$ cat src/rtl/frame_transfer_sink_if.sv
// Macroblock type carried on the frame transfer link, plus the link's
// pixel-in / word-out handshake bundle.
package frame_transfer_sink_pkg;
    typedef enum logic [1:0] {
        MB_INTRA = 2'd0,
        MB_INTER = 2'd1,
        MB_BIDIR = 2'd2,
        MB_SKIP  = 2'd3
    } teMacroBlockType;
endpackage

interface frame_transfer_sink_if;
    // upstream pixel side
    logic                                     ul1Active;
    frame_transfer_sink_pkg::teMacroBlockType eMacroBlockType;
    logic [23:0]                              ul24Rgb24Data;
    logic                                     ul1MacroBlockEnd;
    logic                                     ul1Ready;
    // downstream word side
    logic                                     ul1OutValid;
    logic [23:0]                              ul24OutRgb24Data;
    frame_transfer_sink_pkg::teMacroBlockType eOutMacroBlockType;
    logic                                     ul1OutLast;
    logic                                     ul1OutReady;

    // Source of pixels and consumer of words
    modport master (
        output ul1Active, eMacroBlockType, ul24Rgb24Data, ul1MacroBlockEnd,
        output ul1OutReady,
        input  ul1Ready,
        input  ul1OutValid, ul24OutRgb24Data, eOutMacroBlockType, ul1OutLast
    );

    // The sink itself
    modport slave (
        input  ul1Active, eMacroBlockType, ul24Rgb24Data, ul1MacroBlockEnd,
        input  ul1OutReady,
        output ul1Ready,
        output ul1OutValid, ul24OutRgb24Data, eOutMacroBlockType, ul1OutLast
    );
endinterface

$ cat src/rtl/frame_transfer_sink.sv
// Destination end of the frame transfer link: accepts RGB24 macroblock
// pixels, checks macroblock framing against MB_PIXELS, buffers words in a
// first-word-fall-through FIFO and re-emits them on a valid/ready stream.
module frame_transfer_sink
    import frame_transfer_sink_pkg::*;
#(
    parameter int MB_PIXELS = 256,
    parameter int DEPTH     = 16
) (
    input  logic                 ul1Clock,
    input  logic                 ul1Reset,
    frame_transfer_sink_if.slave link,
    output logic                 ul1FrameDone,
    output logic [15:0]          ul16MbCount,
    output logic                 ul1ErrEarlyEnd,
    output logic                 ul1ErrMissingEnd,
    output logic                 ul1ErrTruncated,
    input  logic                 ul1ClearErr
);

    localparam int CNT_W  = (MB_PIXELS > 1) ? $clog2(MB_PIXELS) : 1;
    localparam int PTR_W  = (DEPTH > 1) ? $clog2(DEPTH) : 1;
    localparam int OCC_W  = PTR_W + 1;
    localparam int TYPE_W = $bits(teMacroBlockType);
    localparam int WORD_W = 24 + TYPE_W + 1;

    localparam logic [CNT_W-1:0] LAST_PIX  = CNT_W'(MB_PIXELS - 1);
    localparam logic [OCC_W-1:0] DEPTH_OCC = OCC_W'(DEPTH);

    typedef enum logic {
        S_IDLE = 1'b0,
        S_RX   = 1'b1
    } state_t;

    // Macroblock counter saturates instead of wrapping.
    function automatic logic [15:0] sat_inc(input logic [15:0] v);
        return (v == 16'hFFFF) ? v : v + 16'd1;
    endfunction

    state_t                 state_q, state_d;
    logic [CNT_W-1:0]       pix_cnt_q, pix_cnt_d;
    logic [15:0]            mb_cnt_q, mb_cnt_d;
    teMacroBlockType        mb_type_q, mb_type_d;
    logic                   done_q;
    logic                   err_early_q, err_missing_q, err_trunc_q;

    logic [CNT_W-1:0]       pix_c;
    logic [15:0]            mb_base;
    logic                   set_early, set_missing, set_trunc, frame_end;
    logic                   word_last;
    teMacroBlockType        word_type;

    // stage p0: pixel presented at the link input
    logic                   vld_p0;
    logic [WORD_W-1:0]      word_p0;

    // stage p1: FIFO head presented downstream
    logic [WORD_W-1:0]      mem [DEPTH];
    logic [PTR_W-1:0]       wr_ptr_q, rd_ptr_q;
    logic [OCC_W-1:0]       occ_q, occ_d;
    logic                   ready_q;
    logic                   vld_p1;
    logic                   pop_p1;
    logic [WORD_W-1:0]      word_p1;

    assign link.ul1Ready = ready_q & ~ul1Reset;
    assign vld_p0        = link.ul1Active & link.ul1Ready;
    assign word_p0       = {link.ul24Rgb24Data, word_type, word_last};

    // Framing state machine: pixel counter, type latch, errors to set, frame end
    always_comb begin
        state_d     = state_q;
        pix_cnt_d   = pix_cnt_q;
        mb_cnt_d    = mb_cnt_q;
        mb_type_d   = mb_type_q;
        pix_c       = pix_cnt_q;
        mb_base     = mb_cnt_q;
        set_early   = 1'b0;
        set_missing = 1'b0;
        set_trunc   = 1'b0;
        frame_end   = 1'b0;
        word_last   = 1'b0;
        word_type   = mb_type_q;

        case (state_q)
            S_IDLE: begin
                if (link.ul1Active) begin
                    // a pixel accepted on this same edge is pixel 0 of a fresh frame
                    state_d   = S_RX;
                    pix_c     = '0;
                    mb_base   = '0;
                    pix_cnt_d = '0;
                    mb_cnt_d  = '0;
                end
            end
            S_RX: begin
                if (!link.ul1Active) begin
                    state_d   = S_IDLE;
                    frame_end = 1'b1;
                    if (pix_cnt_q != '0) begin
                        set_trunc = 1'b1;
                        pix_cnt_d = '0;
                    end
                end
            end
            default: state_d = S_IDLE;
        endcase

        if (vld_p0) begin
            if (pix_c == '0) begin
                word_type = link.eMacroBlockType;
                mb_type_d = link.eMacroBlockType;
            end
            if (link.ul1MacroBlockEnd || (pix_c == LAST_PIX)) begin
                // every close (normal, early or forced) ends the macroblock
                word_last = 1'b1;
                pix_cnt_d = '0;
                mb_cnt_d  = sat_inc(mb_base);
                set_early   = link.ul1MacroBlockEnd && (pix_c != LAST_PIX);
                set_missing = !link.ul1MacroBlockEnd;
            end else begin
                pix_cnt_d = pix_c + CNT_W'(1);
            end
        end
    end

    // Framing control registers
    always_ff @(posedge ul1Clock) begin
        if (ul1Reset) begin
            state_q   <= S_IDLE;
            pix_cnt_q <= '0;
            mb_cnt_q  <= '0;
            done_q    <= 1'b0;
        end else begin
            state_q   <= state_d;
            pix_cnt_q <= pix_cnt_d;
            mb_cnt_q  <= mb_cnt_d;
            done_q    <= frame_end;
        end
    end

    // Latched macroblock type (data path, only observed through FIFO words)
    always_ff @(posedge ul1Clock) begin
        mb_type_q <= mb_type_d;
    end

    // Sticky framing errors; a clear wins over a set in the same cycle
    always_ff @(posedge ul1Clock) begin
        if (ul1Reset || ul1ClearErr) begin
            err_early_q   <= 1'b0;
            err_missing_q <= 1'b0;
            err_trunc_q   <= 1'b0;
        end else begin
            if (set_early)   err_early_q   <= 1'b1;
            if (set_missing) err_missing_q <= 1'b1;
            if (set_trunc)   err_trunc_q   <= 1'b1;
        end
    end

    assign vld_p1  = (occ_q != '0);
    assign pop_p1  = vld_p1 & link.ul1OutReady;
    assign word_p1 = mem[rd_ptr_q];
    assign occ_d   = occ_q + OCC_W'(vld_p0) - OCC_W'(pop_p1);

    // FIFO pointers, occupancy and registered ready (from next occupancy)
    always_ff @(posedge ul1Clock) begin
        if (ul1Reset) begin
            wr_ptr_q <= '0;
            rd_ptr_q <= '0;
            occ_q    <= '0;
            ready_q  <= 1'b1;
        end else begin
            if (vld_p0) wr_ptr_q <= wr_ptr_q + PTR_W'(1);
            if (pop_p1) rd_ptr_q <= rd_ptr_q + PTR_W'(1);
            occ_q   <= occ_d;
            ready_q <= (occ_d < DEPTH_OCC);
        end
    end

    // FIFO storage
    always_ff @(posedge ul1Clock) begin
        if (vld_p0) mem[wr_ptr_q] <= word_p0;
    end

    // Outputs are forced to zero while the FIFO is empty
    assign link.ul1OutValid        = vld_p1;
    assign link.ul24OutRgb24Data   = vld_p1 ? word_p1[WORD_W-1 -: 24] : 24'd0;
    assign link.eOutMacroBlockType = vld_p1 ? teMacroBlockType'(word_p1[TYPE_W:1]) : MB_INTRA;
    assign link.ul1OutLast         = vld_p1 & word_p1[0];

    assign ul1FrameDone     = done_q;
    assign ul16MbCount      = mb_cnt_q;
    assign ul1ErrEarlyEnd   = err_early_q;
    assign ul1ErrMissingEnd = err_missing_q;
    assign ul1ErrTruncated  = err_trunc_q;

endmodule

$ cat src/flat_wrapper.sv
// flat-port wrapper written by rule: the top's interface ports become plain ports
module frame_transfer_sink_flat import frame_transfer_sink_pkg::*;
#(
    parameter int MB_PIXELS = 256,
    parameter int DEPTH     = 16
)
  (ul1Clock, ul1Reset, ul1FrameDone, ul16MbCount, ul1ErrEarlyEnd, ul1ErrMissingEnd, ul1ErrTruncated, ul1ClearErr, link_ul1Active, link_eMacroBlockType, link_ul24Rgb24Data, link_ul1MacroBlockEnd, link_ul1OutReady, link_ul1Ready, link_ul1OutValid, link_ul24OutRgb24Data, link_eOutMacroBlockType, link_ul1OutLast);
  frame_transfer_sink_if link_i ();
  input  logic ul1Clock;
  input  logic ul1Reset;
  output logic ul1FrameDone;
  output logic [15:0] ul16MbCount;
  output logic ul1ErrEarlyEnd;
  output logic ul1ErrMissingEnd;
  output logic ul1ErrTruncated;
  input  logic ul1ClearErr;
  input wire logic [$bits(link_i.ul1Active)-1:0] link_ul1Active;
  input wire logic [$bits(link_i.eMacroBlockType)-1:0] link_eMacroBlockType;
  input wire logic [$bits(link_i.ul24Rgb24Data)-1:0] link_ul24Rgb24Data;
  input wire logic [$bits(link_i.ul1MacroBlockEnd)-1:0] link_ul1MacroBlockEnd;
  input wire logic [$bits(link_i.ul1OutReady)-1:0] link_ul1OutReady;
  output wire logic [$bits(link_i.ul1Ready)-1:0] link_ul1Ready;
  output wire logic [$bits(link_i.ul1OutValid)-1:0] link_ul1OutValid;
  output wire logic [$bits(link_i.ul24OutRgb24Data)-1:0] link_ul24OutRgb24Data;
  output wire logic [$bits(link_i.eOutMacroBlockType)-1:0] link_eOutMacroBlockType;
  output wire logic [$bits(link_i.ul1OutLast)-1:0] link_ul1OutLast;
  assign link_i.ul1Active = link_ul1Active;
  assign link_i.eMacroBlockType = link_eMacroBlockType;
  assign link_i.ul24Rgb24Data = link_ul24Rgb24Data;
  assign link_i.ul1MacroBlockEnd = link_ul1MacroBlockEnd;
  assign link_i.ul1OutReady = link_ul1OutReady;
  assign link_ul1Ready = link_i.ul1Ready;
  assign link_ul1OutValid = link_i.ul1OutValid;
  assign link_ul24OutRgb24Data = link_i.ul24OutRgb24Data;
  assign link_eOutMacroBlockType = link_i.eOutMacroBlockType;
  assign link_ul1OutLast = link_i.ul1OutLast;
  frame_transfer_sink #(.MB_PIXELS(MB_PIXELS), .DEPTH(DEPTH)) u_core (.ul1Clock(ul1Clock), .ul1Reset(ul1Reset), .link(link_i), .ul1FrameDone(ul1FrameDone), .ul16MbCount(ul16MbCount), .ul1ErrEarlyEnd(ul1ErrEarlyEnd), .ul1ErrMissingEnd(ul1ErrMissingEnd), .ul1ErrTruncated(ul1ErrTruncated), .ul1ClearErr(ul1ClearErr));
endmodule
$ cat config.mk
export PLATFORM = sky130hd
export DESIGN_NAME = frame_transfer_sink_flat
export DESIGN_NICKNAME = d
export VERILOG_FILES = /design/src/rtl/frame_transfer_sink_if.sv /design/src/rtl/frame_transfer_sink.sv /design/src/flat_wrapper.sv
export SDC_FILE = /design/constraint.sdc
export NUM_CORES = 1
export LEC_CHECK = 0
export BUFFER_PORTS_ARGS = -buffer_cell sky130_fd_sc_hd__buf_2
export CORE_MARGIN = 1.5
export CORE_UTILIZATION = 50
export DETAILED_ROUTE_END_ITERATION = 7
export PLACE_DENSITY_LB_ADDON = 0.1
export SLEW_MARGIN = 40
export SYNTH_ARGS = -nofsm -noshare
export SYNTH_HDL_FRONTEND = slang
export SYNTH_SLANG_ARGS = --single-unit
$ cat constraint.sdc
create_clock -name ul1Clock -period 4.2 [get_ports ul1Clock]
set_clock_uncertainty 0.05 [all_clocks]
set_input_delay 0.21 -clock ul1Clock [delete_from_list [all_inputs] [get_ports ul1Clock]]
set_output_delay 0.21 -clock ul1Clock [all_outputs]
set_load 0.05 [all_outputs]
==> results.py <==
metrics = {
    "run_status": {
        "run_status": "finished, final reports clean",
    },
    "timing": {
        "hold_viol": 0,
        "fin_crit_sh_pct": 82.6,
        "fmax_mhz": 288,
        "finalSetupViolCount": 0,
        "rsz0062_at_grt": "no",
        "maxSlewHeadroom_pct": 45.3,
        "maxSlewViolCount": 0,
        "timing_worst_slew_pin_value_ns": 0.818,
        "tns_ns": 0,
        "period_needed_ns": 3.47,
    },
    "synth": {
        "yosysWarnings": 0,
        "syn-num-nets": 1000,
        "synth_top_cell_area_share_pct": 68.2,
        "synth_largest_area_cell": "edfxtp_1",
        "syn_area_sq_um": 19000,
        "synth_edf_count": 432,
        "ys_top_cells_by_area": "edfxtp_1 (68%), mux4_2 (16%), dfxtp_1 (5.2%)",
        "syn_inst": 954,
        "syn-mean-instance-area_sq_um": 19.9,
        "synthFlopType": "edfxtp_1",
        "ys_ff_latch": 481,
        "synthArstFlopShare_pct": 0,
        "yosys.cell_types.count": 54,
        "ys_seq_area_share_pct": 73.4,
    },
    "routing": {
        "vias": 9426,
        "via_per_inst": 5.73,
        "first_iter_violations": 638,
        "firstDrtPassIters": 5,
        "post_drt_wl_per_cell_um": 24.7,
        "routed_wl_mm": 40.7,
        "drc_errors": 0,
        "ant_nets": 0,
    },
    "grt": {
        "grt.overflow.total": 0,
        "antenna_found_initial": 0,
        "grt_start_max_net_pins": 51,
        "first_global_vias": 9796,
        "grt_pass1_wl_mm": 61.4,
        "grt_util_all_layers_pct": 21.7,
    },
    "clock_network": {
        "cts_max_level": 2,
        "ctsResizeCount": 0,
        "cts_made_buffers": 50,
        "clock_latency_ns": 0.57,
        "clkTransAtPathRegs_ns": 0.05,
        "cts.path.max_buffers": 3,
        "cts_tree": "yes",
        "cts-root-buf": "clkbuf_16",
        "clock_sinks": 481,
    },
    "power_and_ir_drop": {
        "power_mw": 12.3,
        "p_leak_nw": 7.07,
        "peakVddDrop_v": 0.000458,
        "power.density_nw_per_um2": 559,
    },
    "cells_and_area": {
        "finalNetCount": 1139,
        "final_common_cell": "edfxtp_1",
        "design_area_sq_um": 22000,
        "drive_gt1_share_pct": 29.9,
        "layout_common_cells": "edfxtp_1 (432), mux4_2 (135), buf_2 (80)",
        "multi_input_area_sq_um": 4820,
        "regArea_sq_um": 14000,
        "n_antenna_cell": 0,
        "fillers": 2756,
        "area_growth_pct": 16.0,
    },
    "die": {
        "initial_core_util_pct": 50.6,
        "die_w_um": 198,
        "rows": 71,
        "io_pins": 81,
        "fp.coreArea_sq_um": 37600,
        "die_area_sq_um": 39200,
        "die_y_um": 198,
    },
    "worst_hold_path": {
        "hold_class": "in2reg",
        "hold_start": "link_eMacroBlockType[0]",
        "min_path_cells": 2,
        "min_to": "u_core.mb_type_q[0]$_DFF_P_",
    },
    "worst_setup_path": {
        "critPathKind": "reg2out",
        "crit_path_start_kind": "flop",
        "r2r_setup_slack_ns": 1.17,
        "worst-r2r-cell-count": 9,
        "crit_path_end_kind": "output pin",
        "crit_arrival_ns": 3.21,
        "r2r_end": "u_core.ul16MbCount[2]$_SDFF_PP0_",
        "reg2reg_from": "u_core.state_q$_SDFF_PP0_",
        "crit_required_ns": 3.94,
        "worstPathMaxFanout": 32,
    },
    "placement": {
        "post_dp_cell_area_sq_um": 20300,
        "place.gp.congestion": 0.833,
        "port_buffers": 80,
        "hpwl_mm": 23.4,
    },
    "flow_run": {
        "drv_cap": 0,
    },
}
## synth_stat cells, types with 2 or more instances
cell type,number
a21o_1,2
a21oi_1,13
a311oi_1,2
a31oi_1,5
a32o_1,2
and2_1,33
and3_1,3
and4_1,7
buf_1,3
buf_12,3
buf_2,16
buf_6,2
clkbuf_1,27
dfxtp_1,49
edfxtp_1,432
ha_1,13
inv_1,16
mux2_2,2
mux2i_1,6
mux4_2,135
nand2_1,44
nand2b_1,4
nand3_1,18
nand3b_1,2
nand4_1,11
nor2_1,35
nor2b_1,4
nor3_1,14
nor4_1,3
o21ai_0,6
o21bai_1,2
o31ai_1,4
or3_1,5
or4_1,3
xnor2_1,5
xor2_1,5
## stage by stage
stage / hold WS [ns] / std cells / utilization (%) / worst slack, ns
global route: 0.0860 / 1644 / 58.7 / 0.567
global placement: 0.371 / 1519 / 53.6 / 1.24
CTS: 0.0421 / 1644 / 58.7 / 0.633
detailed placement: 0.370 / 1524 / 54.0 / 1.17
floorplan: 0.237 / 954 / - / 0.692
finish: 0.0762 / 1644 / 58.7 / 0.732
## routing by layer
layer  GRT usage [%]  routed length (um)  vias to the layer above
met3            2.57                1530                       58
met1            31.0               18100                     4968
met2            35.6               20200                      224
met4            6.11                 812                        0
li1                -                   -                     4176
met5               0                   0                        -
## how the worst max path moves through the flow
stage,to,from,depth (start not counted)
after floorplan,u_core.mem[3][0]$_DFFE_PP_,u_core.ready_q$_SDFF_PP1_,5
after global placement,link_ul24OutRgb24Data[22],flop,5
after detailed placement,u_core.ul16MbCount[2]$_SDFF_PP0_,u_core.state_q$_SDFF_PP0_,9
after CTS,link_ul24OutRgb24Data[22],flop,5
after global routing,link_ul24OutRgb24Data[14],flop,5
final,link_ul24OutRgb24Data[22],flop,5
## logic make-up (layout without fill, tap and decap cells)
family	after synthesis	count (layout)	synth area share, %
DFF	481	481	73.4
and+or+nand+nor	190	190	5.23
muxes	144	144	16.5
buffers and inverters	68	247	1.80
AOI/OAI and AO/OA	47	47	1.65
adders and majority gates	14	14	0.961
xor gates and xnor gates	10	10	0.461
## sequential cells by signal, summed over array words and instances, names as in the netlist, named ones only
name / cells
u_core.rd_ptr_q: 4
u_core.state_q: 1
u_core.ul16MbCount: 16
u_core.mem: 432
u_core.pix_cnt_q: 8
u_core.ul1ErrMissingEnd: 1
u_core.ul1ErrTruncated: 1
u_core.ul1ErrEarlyEnd: 1
u_core.wr_ptr_q: 4
u_core.occ_q: 5
u_core.ul1FrameDone: 1
u_core.mb_type_q: 2
u_core.ready_q: 1
## timing repair
item / 4_1_cts / 5_1_grt
setup buffers: 0 / 0
hold endpoints to repair: 392 / 0
hold buffers: 28 / 0
## power by group
part           switching (mW)  internal [mW]
sequential              0.160           5.36
clock                    1.78           2.32
combinational            1.56           1.14
## critical path, cell delays in order (launching register included)
cell and delay [ns]:
dfxtp_4 0.84, buf_12 0.30, mux4_2 0.53, mux4_2 0.54, and2_1 0.18, buf_2 0.20
## layout make-up
type	count	area share [%]
inverter	16	0.272
sequential	481	63.3
timing repair buffer	139	4.82
multi-input combinational	405	21.9
clock buffer	71	6.17
clock inverter	21	0.613
tap	511	2.90
(Power assumes the default switching activity.)
